--- src/rtl/sdram_pkg.sv ---
// Shared definitions for the SDRAM controller: command encodings on the
// {cs_n, ras_n, cas_n, we_n} pins and the one-hot command-bus arbiter states.
package sdram_pkg;

    // Device commands, {cs_n, ras_n, cas_n, we_n}
    localparam logic [3:0] CMD_MRS        = 4'b0000;
    localparam logic [3:0] CMD_AREF       = 4'b0001;
    localparam logic [3:0] CMD_PRECHARGE  = 4'b0010;
    localparam logic [3:0] CMD_ACTIVE     = 4'b0011;
    localparam logic [3:0] CMD_WRITE      = 4'b0100;
    localparam logic [3:0] CMD_READ       = 4'b0101;
    localparam logic [3:0] CMD_BURST_STOP = 4'b0110;
    localparam logic [3:0] CMD_NOP        = 4'b0111;

    // Arbiter states, one-hot
    localparam logic [4:0] ST_INIT  = 5'b00001;
    localparam logic [4:0] ST_ARBIT = 5'b00010;
    localparam logic [4:0] ST_AREF  = 5'b00100;
    localparam logic [4:0] ST_WRITE = 5'b01000;
    localparam logic [4:0] ST_READ  = 5'b10000;

endpackage

--- src/rtl/sdram_arbit.sv ---
// Command-bus arbiter: runs power-up init, then grants the shared SDRAM
// command/address bus to the refresh, write or read engine (ref > wr > rd)
// through an ask/en/end handshake and muxes the owner onto the pins.
// Optional build macro SDRAM_ARB_RR_EN: write and read alternate when both
// ask in the same arbitration cycle (refresh keeps top priority).
module sdram_arbit
#(
    parameter logic [3:0] CMD_NOP = 4'b0111
) (
    input  logic        sclk,
    input  logic        srst_n,
    input  logic        init_end,
    input  logic [3:0]  init_cmd,
    input  logic [11:0] init_addr,
    input  logic        ref_ask,
    input  logic        ref_end,
    input  logic [3:0]  ref_cmd,
    input  logic [11:0] ref_addr,
    input  logic        wr_ask,
    input  logic        wr_end,
    input  logic [3:0]  wr_cmd,
    input  logic [11:0] wr_addr,
    input  logic        rd_ask,
    input  logic        rd_end,
    input  logic [3:0]  rd_cmd,
    input  logic [11:0] rd_addr,
    output logic        ref_en,
    output logic        wr_en,
    output logic        rd_en,
    output logic        ref_pending,
    output logic        sdram_cke,
    output logic [3:0]  sdram_cmd,
    output logic [11:0] sdram_addr
);

    // Only the state encodings are pulled in; CMD_NOP is the local parameter.
    import sdram_pkg::ST_INIT;
    import sdram_pkg::ST_ARBIT;
    import sdram_pkg::ST_AREF;
    import sdram_pkg::ST_WRITE;
    import sdram_pkg::ST_READ;

    logic [4:0] r_state;
    logic [4:0] w_next_state;
    logic       w_wr_wins;
    logic       r_ref_en;
    logic       r_wr_en;
    logic       r_rd_en;
    logic       r_cke;

`ifdef SDRAM_ARB_RR_EN
    logic r_last_wr;

    // Remember which of write/read was granted last so a tie goes to the other
    always_ff @(posedge sclk or negedge srst_n) begin
        if (!srst_n) begin
            r_last_wr <= 1'b0;
        end else if (r_state == ST_ARBIT) begin
            if (w_next_state == ST_WRITE) begin
                r_last_wr <= 1'b1;
            end else if (w_next_state == ST_READ) begin
                r_last_wr <= 1'b0;
            end
        end
    end

    assign w_wr_wins = wr_ask & (~rd_ask | ~r_last_wr);
`else
    assign w_wr_wins = wr_ask;
`endif

    // Next-state logic: init handoff, priority pick in ARBIT, release on x_end
    always_comb begin
        // NOTE: default first so every path assigns w_next_state and no latch is inferred.
        w_next_state = r_state;
        case (r_state)
            ST_INIT: begin
                if (init_end) w_next_state = ST_ARBIT;
            end
            ST_ARBIT: begin
                if (ref_ask) begin
                    w_next_state = ST_AREF;
                end else if (w_wr_wins) begin
                    w_next_state = ST_WRITE;
                end else if (rd_ask) begin
                    w_next_state = ST_READ;
                end
            end
            ST_AREF: begin
                if (ref_end) w_next_state = ST_ARBIT;
            end
            ST_WRITE: begin
                if (wr_end) w_next_state = ST_ARBIT;
            end
            ST_READ: begin
                if (rd_end) w_next_state = ST_ARBIT;
            end
            // Illegal one-hot codes fall back to a fresh initialisation
            default: w_next_state = ST_INIT;
        endcase
    end

    // State register
    always_ff @(posedge sclk or negedge srst_n) begin
        // NOTE: sequential state uses non-blocking assignments so every flop samples pre-edge values.
        if (!srst_n) begin
            r_state <= ST_INIT;
        end else begin
            r_state <= w_next_state;
        end
    end

    // Registered grants track the state one-to-one; cke rises once after reset
    always_ff @(posedge sclk or negedge srst_n) begin
        if (!srst_n) begin
            r_ref_en <= 1'b0;
            r_wr_en  <= 1'b0;
            r_rd_en  <= 1'b0;
            r_cke    <= 1'b0;
        end else begin
            r_ref_en <= (w_next_state == ST_AREF);
            r_wr_en  <= (w_next_state == ST_WRITE);
            r_rd_en  <= (w_next_state == ST_READ);
            r_cke    <= 1'b1;
        end
    end

    // Bus mux: exactly one source per state, NOP/0 while arbitrating
    always_comb begin
        sdram_cmd  = CMD_NOP;
        sdram_addr = 12'd0;
        case (r_state)
            ST_INIT: begin
                sdram_cmd  = init_cmd;
                sdram_addr = init_addr;
            end
            ST_AREF: begin
                sdram_cmd  = ref_cmd;
                sdram_addr = ref_addr;
            end
            ST_WRITE: begin
                sdram_cmd  = wr_cmd;
                sdram_addr = wr_addr;
            end
            ST_READ: begin
                sdram_cmd  = rd_cmd;
                sdram_addr = rd_addr;
            end
            default: begin
                sdram_cmd  = CMD_NOP;
                sdram_addr = 12'd0;
            end
        endcase
    end

    // A refresh waiting behind a data burst asks the owner to finish early
    assign ref_pending = ref_ask & ((r_state == ST_WRITE) | (r_state == ST_READ));

    assign ref_en    = r_ref_en;
    assign wr_en     = r_wr_en;
    assign rd_en     = r_rd_en;
    assign sdram_cke = r_cke;

endmodule

--- config.mk ---
export PLATFORM = sky130hd
export DESIGN_NAME = sdram_arbit
export DESIGN_NICKNAME = d
export VERILOG_FILES = /design/src/rtl/sdram_pkg.sv /design/src/rtl/sdram_arbit.sv
export SDC_FILE = /design/constraint.sdc
export NUM_CORES = 1
export LEC_CHECK = 0
export BUFFER_PORTS_ARGS = -buffer_cell sky130_fd_sc_hd__buf_2
export CORE_MARGIN = 2
export CORE_UTILIZATION = 34
export DETAILED_ROUTE_END_ITERATION = 10
export HOLD_SLACK_MARGIN = 0.1
export PLACE_DENSITY_LB_ADDON = 0.25
export SLEW_MARGIN = 5
export SYNTH_ARGS = -nofsm -noshare
export SYNTH_HDL_FRONTEND = slang
export SYNTH_SLANG_ARGS = --single-unit
--- constraint.sdc ---
create_clock -name sclk -period 1.92 [get_ports sclk]
set_clock_uncertainty 0.05 [all_clocks]
set_input_delay 0 -clock sclk [delete_from_list [all_inputs] [get_ports sclk]]
set_output_delay 0 -clock sclk [all_outputs]
set_load 0.02 [all_outputs]
# == After elaboration in Yosys (flattened, before gate mapping) ==
# Index checks and enable logic that the tools add are counted.
# classes
addsub,0
n_mul,0
div_mod_pow,0
n_lt_le_gt_ge,0
eq_ne,8
shift,0
mux,10
n_bitwise,2
reduce_logical,0
# op_table
operator,n
$pmux W12 S4,1
$mux W5,7
$pmux W5 S5,1
$pmux W4 S4,1
$eq A5 B3 Y1 const B,2
$eq A5 B4 Y1 const B,2
$eq A5 B5 Y1 const B,2
$eq A5 B1 Y1 const B,1
$eq A5 B2 Y1 const B,1
$and A1 B1 Y1,1
$or A1 B1 Y1,1
# word_totals
regBits,9
latch_bits,0
ram_bits,0
mem_bits_ro,0
input_bits,73
out_inout_bits,21
memories,0

# == Logic depth before layout (Yosys ltp) ==
# Gate-level depths: netlist of the first run.
# depth
ltp_word,5
mapped_depth,7
mapped_depth_nobuf,4

# == Worst setup path after synthesis of the first run ==
# No wires, ideal clock.
# synth_path
path_kind,reg-to-output
from,register r_state[1]
to,output port sdram_addr[10]
arrival_ns,1.651
required_ns,1.870
setup_slack_ns,0.219
path_stages_with_launch,7
path_buffers,2
cell_sequence,dfrtp_1 > buf_6 > or3_4 > nor3b_4 > buf_6 > a22oi_1 > nand2_1
# synth_via
elab_chain_len,2
elab_cells_between_ends,5
# synth_rtl
element,line_no,source
start: declaration,sdram_arbit.sv:43,logic [4:0] r_state;
start signal: assignment,sdram_arbit.sv:109,r_state <= w_next_state;
"$eq A5 B5 Y1, or another cell as far along",sdram_arbit.sv:132,case (r_state)
$pmux W12 S4 (*),sdram_arbit.sv:132,
end: declaration,sdram_arbit.sv:33,output logic [11:0] sdram_addr
# Every way passes the cells marked *; elsewhere a longest branch is shown, timed or not.

# == Worst setup path after layout of the first run ==
# layout_path
from,register r_state[4]
to,output port sdram_addr[6]
# Same word-level chain as after synthesis.

==> results of run 1 <==
[power groups by stage]
stage	clock network, uW	registers [uW]	logic [uW]
5_1_grt	158	277	1180
3_3_place_gp	0	272	964
4_1_cts	149	269	996
3_5_place_dp	0	272	977
2_1_floorplan	0	258	677
6_report	146	271	1090
[through the flow]
| step | cell area [sq um] | util | cells | setup TNS [ns] | hold WS (ns) |
|---|---|---|---|---|---|
| after global placement | 1370 | 0.560 | 230 | 0 | -0.187 |
| final | 1530 | 0.623 | 243 | 0 | 0.134 |
| after floorplan | 877 | - | 108 | 0 | -0.346 |
| after detailed placement | 1370 | 0.560 | 230 | 0 | -0.185 |
| after global routing | 1530 | 0.623 | 243 | -0.449 | 0.149 |
| after CTS | 1490 | 0.606 | 242 | 0 | 0.104 |
[metal layers]
layer  share of wire  GRT usage
met1            0.39      0.240
met3           0.056     0.0246
met2            0.54      0.375
met5               0          0
met4          0.0060     0.0625
[flip-flops by register name (all words and copies together), names as in the netlist]
signal     cells
rd_en          1
ref_en         1
wr_en          1
sdram_cke      1
r_state        5
[worst max-delay path by stage]
| stage | from | to | slack (ns) | depth (start not counted) |
|---|---|---|---|---|
| final | r_state[4]$_DFF_PN0_ | sdram_addr[6] | 0.03 | 6 |
| after global routing | r_state[4]$_DFF_PN0_ | sdram_addr[10] | -0.05 | 6 |
| after floorplan | r_state[1]$_DFF_PN0_ | sdram_addr[10] | 0.22 | 6 |
| after CTS | r_state[4]$_DFF_PN0_ | sdram_cmd[1] | 0.0008 | 6 |
| after detailed placement | r_state[3]$_DFF_PN0_ | sdram_cmd[1] | 0.13 | 5 |
| after global placement | r_state[3]$_DFF_PN0_ | sdram_cmd[0] | 0.23 | 5 |
[kinds of logic (layout without fill, tap and decap cells)]
group                  count (synthesis)  count (layout)  share of synthesized area
multiplexers                           2               2                     0.0243
AO/OA/AOI/OAI                         45              45                      0.369
buffers and inverters                 11             116                     0.0870
AND/OR/NAND/NOR                       39              39                      0.247
other                                  1               1                    0.00428
XOR/XNOR                               1               1                    0.00999
flip-flops                             9               9                      0.258
[final cells by class]
cell class	count	area [sq um]	area share
multi-input combinational	88	589	0.385
clock buffer	4	26.3	0.0172
tap	30	37.5	0.0245
inverter	2	10.0	0.00655
sequential	9	226	0.148
timing repair buffer	110	639	0.418
[critical path, stage by stage (launching register included)]
cell and delay [ns]:
dfrtp_1 0.39, or3_4 0.43, nor3b_4 0.25, buf_2 0.20, a22oi_1 0.10, nand2_1 0.06
buf_2 0.15
[Yosys cell counts (all sizes together)]
cell,number,area share
nand3b,2,0.017
nor4b,1,0.010
a211oi,1,0.0086
dfstp,1,0.030
a22o,1,0.010
or3,1,0.013
inv,2,0.011
mux2i,1,0.011
nor3b,2,0.043
nor4,2,0.014
o21ai,4,0.027
o21a,1,0.0086
conb,1,0.0043
mux2,1,0.013
and3,2,0.014
buf,7,0.067
dfrtp,8,0.23
nor2,7,0.030
nand2,16,0.068
o22ai,3,0.021
nand3,4,0.023
a22oi,33,0.28
a21oi,2,0.011
clkbuf,2,0.0086
xor2,1,0.010
nor2b,2,0.014
[what timing repair did]
| item | in CTS | in global routing |
|---|---|---|
| cloned | 0 | 1 |
| buffers inserted | 1 | 0 |
| pin swaps | 0 | 1 |
| setup endpoints to repair | 17 | 18 |
| hold buffers | 7 | 0 |
| endpoints found under the hold margin | 14 | 0 |
| gates resized for setup | 3 | 12 |
==> flow_metrics.py, run 1 <==
metrics = {
    "timing": {
        "final_hold_viol_count": 0,
        "achievable_clock_frequency_mhz": 528,
        "post-route-worst-setup-slack_ns": 0.0262,
        "slew_violations": 0,
        "period_minus_slack_ns": 1.89,
        "post-route-period-util": 0.986,
        "timing.final.setup_violations": 0,
        "rsz0062_at_grt": "true",
    },
    "power_and_ir_drop": {
        "sw_frac_of_total": 0.482,
        "power_per_cell_area_nw_per_um2": 985,
        "design_power_total_uw": 1510,
        "vdd.ir_drop.worst_mv": 0.636,
        "cellInternalPower_uw": 781,
        "p_comb_frac": 0.723,
        "switchingPower_uw": 726,
        "power.leakage_uw": 0.000827,
        "share_seq_of_total_power": 0.180,
        "clock_power_share": 0.097,
    },
    "cts": {
        "numCtsBuffers": 3,
        "cts_num_sinks": 9,
        "cts.path.max_buffers": 2,
        "insertion_delay_ns": 0.26,
        "clock_tree_from_tritoncts": "done",
        "worst_setup_hold_path_clk_slew_ns": 0.07,
        "root_buffer": "clkbuf_4",
        "htreeDepth": 1,
    },
    "cells_and_area": {
        "leading_cell_type_in_the_layout_fill_and_taps_excluded": "buf_2",
        "design.final.nets": 287,
        "fillerInstances": 247,
        "antenna_cells": 0,
        "layout.cells.most_common_list": "buf_2, a22oi_1, nand2_1",
        "drive_gt1_frac": 0.549,
        "area.growth.synth_to_final_pct": 74.3,
    },
    "routing": {
        "via_per_inst": 5.19,
        "drt_pre_antenna_iters": 4,
        "remaining_drc_errors": 0,
        "dr_total_vias": 1261,
        "drt_iter0_markers": 22,
        "wirelength_mm": 3.19,
        "routed_wire_length_per_instance_microns": 13.1,
        "final_antenna_net_count": 0,
    },
    "setup_path": {
        "critPathMaxFanout": 5,
        "crit_arrival_ns": 1.84,
        "crit_path_end_kind": "output port",
        "worstSetupPathType": "flop to output port",
        "worst_setup_path_start_kind": "flop",
        "critical_path_required_ns": 1.87,
        "r2r_cells": 5,
        "capture_point_of_the_worst_reg_to_reg_path": "r_state[3]$_DFF_PN0_",
        "worst-r2r-setup-slack_ns": 0.13,
        "r2r_start": "r_state[4]$_DFF_PN0_",
    },
    "floorplan": {
        "die_width_microns": 54.8,
        "floorplan.die_area_sq_um": 3000,
        "design.portCount": 94,
        "start_util": 0.357,
        "core-area_sq_um": 2450,
        "floorplan.rows": 18,
        "die_y_microns": 54.8,
    },
    "run_status": {
        "run_status": "completed",
    },
    "synth": {
        "synth_cells": 108,
        "syn_avg_cell_area_sq_um": 8.12,
        "synthesis.area_sq_um": 877,
        "synth.yosys.seq_area_share": 0.258,
        "synthDistinctLibCells": 31,
        "syn_nets": 181,
        "ys_ff_latch": 9,
        "synth_warnings": 0,
    },
    "global_route": {
        "first_pass_grt_wire_length_mm": 4.42,
        "grt_pass1_vias": 1068,
        "grt_remaining_overflow": 0,
        "antenna_found_initial": 0,
        "groute.usage.overall": 0.203,
        "grt_start_max_net_pins": 20,
    },
    "place": {
        "last_weighted_congestion_value_of_the_routability_driven_placer": 0.904,
        "preCtsSetupSlack_ns": 0.134,
        "dpl.hpwl_mm": 2.47,
        "portBuffers": 93,
    },
    "worst_hold_path": {
        "min_path_cells": 4,
        "min_to": "r_state[4]$_DFF_PN0_",
        "hold_path_startpoint": "ref_ask",
        "hold_path_class": "input pin to flop",
    },
    "flow_run": {
        "drv.max_cap_violation_count": 0,
    },
}
Power figures use the tool's default switching activity.
==> run 2: changes to the inputs <==
--- a/config.mk
+++ b/config.mk
@@ -6,8 +6,9 @@
 export NUM_CORES = 1
 export LEC_CHECK = 0
 export BUFFER_PORTS_ARGS = -buffer_cell sky130_fd_sc_hd__buf_2
-export CORE_MARGIN = 2
-export CORE_UTILIZATION = 34
+export CELL_PAD_IN_SITES_DETAIL_PLACEMENT = 1
+export CELL_PAD_IN_SITES_GLOBAL_PLACEMENT = 1
+export CORE_UTILIZATION = 22
 export DETAILED_ROUTE_END_ITERATION = 10
 export HOLD_SLACK_MARGIN = 0.1
 export PLACE_DENSITY_LB_ADDON = 0.25
==> constraint.sdc (replaced) <==
create_clock -name sclk -period 1.8 [get_ports sclk]
set_clock_uncertainty 0.05 [all_clocks]
set_input_delay 0 -clock sclk [delete_from_list [all_inputs] [get_ports sclk]]
set_output_delay 0 -clock sclk [all_outputs]
set_load 0.02 [all_outputs]
==> flow_metrics.py, run 2 (synthesis results as in run 1) <==
metrics = {
    "cts": {
        "numCtsBuffers": 3,
        "cts_num_sinks": 9,
        "root_buffer": "clkbuf_8",
        "insertion_delay_ns": 0.24,
        "clock_tree_from_tritoncts": "done",
        "cts.path.max_buffers": 2,
        "htreeDepth": 1,
        "worst_setup_hold_path_clk_slew_ns": 0.05,
    },
    "global_route": {
        "grt_pass1_vias": 1422,
        "grt_remaining_overflow": 0,
        "first_pass_grt_wire_length_mm": 6.44,
        "groute.usage.overall": 0.199,
        "antenna_found_initial": 0,
        "grt_start_max_net_pins": 20,
    },
    "power_and_ir_drop": {
        "design_power_total_uw": 1860,
        "share_seq_of_total_power": 0.149,
        "sw_frac_of_total": 0.462,
        "power_per_cell_area_nw_per_um2": 1110,
        "p_comb_frac": 0.719,
        "switchingPower_uw": 860,
        "clock_power_share": 0.132,
        "vdd.ir_drop.worst_mv": 0.429,
        "power.leakage_uw": 0.000867,
        "cellInternalPower_uw": 1000,
    },
    "setup_path": {
        "crit_path_end_kind": "output port",
        "critPathMaxFanout": 9,
        "slowest_cp_cell": "or3_4",
        "worstSetupPathType": "flop to output port",
        "crit_arrival_ns": 1.84,
        "worst_setup_path_start_kind": "flop",
        "crit_chain": "or3_4, nor3b_4, buf_4, buf_12, a22oi_1, nand3_1, buf_4",
        "worst_path_largest_cell_delay_ns": 0.42,
        "crit_top_cell": "buf_4",
        "critical_path_required_ns": 1.75,
    },
    "flow_run": {
        "drv.max_cap_violation_count": 0,
    },
    "run_status": {
        "run_status": "finished with violations",
        "failed_checks": "negative setup slack",
    },
    "routing": {
        "routed_wire_length_per_instance_microns": 16.6,
        "final_antenna_net_count": 0,
        "dr_total_vias": 1372,
        "drt_iter0_markers": 51,
        "wirelength_mm": 4.35,
        "drt_pre_antenna_iters": 5,
        "remaining_drc_errors": 0,
        "via_per_inst": 5.22,
    },
    "place": {
        "preCtsSetupSlack_ns": 0.0383,
        "last_weighted_congestion_value_of_the_routability_driven_placer": 0.821,
        "portBuffers": 93,
        "dpl.hpwl_mm": 3.10,
        "dpl-instance-area_sq_um": 1410,
    },
    "timing": {
        "achievable_clock_frequency_mhz": 528,
        "period_minus_slack_ns": 1.89,
        "post-route-worst-setup-slack_ns": -0.0925,
        "rsz0062_at_grt": "true",
        "finalHoldWorstSlack_ns": 0.142,
        "timing.final.setup_violations": 16,
        "slew_violations": 0,
        "final_hold_viol_count": 0,
        "post-route-period-util": 1.05,
    },
    "floorplan": {
        "core-area_sq_um": 3740,
        "die_width_microns": 65.1,
        "floorplan.rows": 22,
        "die_y_microns": 65.1,
        "design.portCount": 94,
        "floorplan.die_area_sq_um": 4240,
        "start_util": 0.234,
    },
    "cells_and_area": {
        "layout.cells.most_common_list": "buf_2, a22oi_1, buf_4",
        "antenna_cells": 0,
        "area.growth.synth_to_final_pct": 90.6,
        "largest_register_ffs": 5,
        "largest_register_by_flop_count": "r_state",
        "design.final.nets": 289,
        "final_design_area_no_fill_sq_um": 1670,
        "drive_gt1_frac": 0.553,
        "leading_cell_type_in_the_layout_fill_and_taps_excluded": "buf_2",
    },
    "worst_hold_path": {
        "hold_path_class": "input pin to asynchronous set/reset pin",
    },
}
-- run 2: cell types whose count changed in the layout (fill, tap and decap cells not counted), moves of 2 or more --
cell	previous run	this run
buf_2	89	76
buf_4	9	18
buf_6	5	9
clkbuf_4	3	0
clkbuf_8	0	3
buf_12	0	2
-- run 2: worst paths after layout --
| path | to | slack [ns] | start | cells past startpoint |
|---|---|---|---|---|
| max in group asynchronous | r_state[0]$_DFF_PN1_ | 1.30 | srst_n | 2 |
| hold reg to reg | ref_en$_DFF_PN0_ | 0.56 | r_state[3]$_DFF_PN0_ | 2 |
| hold / removal | sdram_cke$_DFF_PN0_ | 0.14 | srst_n | 2 |
| setup reg to reg | r_state[3]$_DFF_PN0_ | 0.21 | r_state[4]$_DFF_PN0_ | 6 |
| min in group sclk | ref_en$_DFF_PN0_ | 0.15 | ref_end | 4 |
| setup / recovery | sdram_cmd[0] | -0.09 | r_state[4]$_DFF_PN0_ | 7 |
-- run 2: layout make-up --
class                   instances  area, sq um
fillers                       487         2070
repair buffers                112          744
multi-input cells              88          586
flip-flops and latches          9          226
well taps                      48         60.1
clock buffers                   4         45.0
inverters                       2         10.0
-- run 2: critical path, delay by kind of cell, from the launching register on --
family,cells,cell delay [ns]
AOI/OAI and AO/OA,1,0.08
DFF,1,0.37
and+or+nand+nor,3,0.72
buffers and inverters,3,0.42
-- run 2: what timing repair did --
item	CTS	global route
setup buffers	3	2
hold buffers	6	0
gates cloned	1	0
pin swaps	1	3
endpoints found under the hold margin	14	0
resized for setup	28	3
setup endpoints to repair	17	17
-- run 2: routing by layer --
| layer | track usage | vias to the layer above | share of wire |
|---|---|---|---|
| li1 | - | 632 | - |
| met1 | 0.237 | 656 | 0.39 |
| met2 | 0.363 | 74 | 0.53 |
| met3 | 0.0295 | 10 | 0.057 |
| met4 | 0.0652 | 0 | 0.016 |
| met5 | 0 | - | 0 |
-- run 2: power by group through the flow --
stage / clock, uW / combinational [uW] / sequential (uW)
after floorplan: 0 / 722 / 275
after global placement: 0 / 1030 / 296
after detailed placement: 0 / 1070 / 299
after CTS: 248 / 1300 / 287
after global routing: 255 / 1420 / 282
final: 246 / 1340 / 276
-- run 2: stage by stage --
step,cells,util,TNS [ns]
after floorplan,108,-,0
after global placement,247,0.378,0
after detailed placement,247,0.378,0
after CTS,261,0.440,-0.969
after global routing,263,0.447,-2.02
final,263,0.447,-1.14
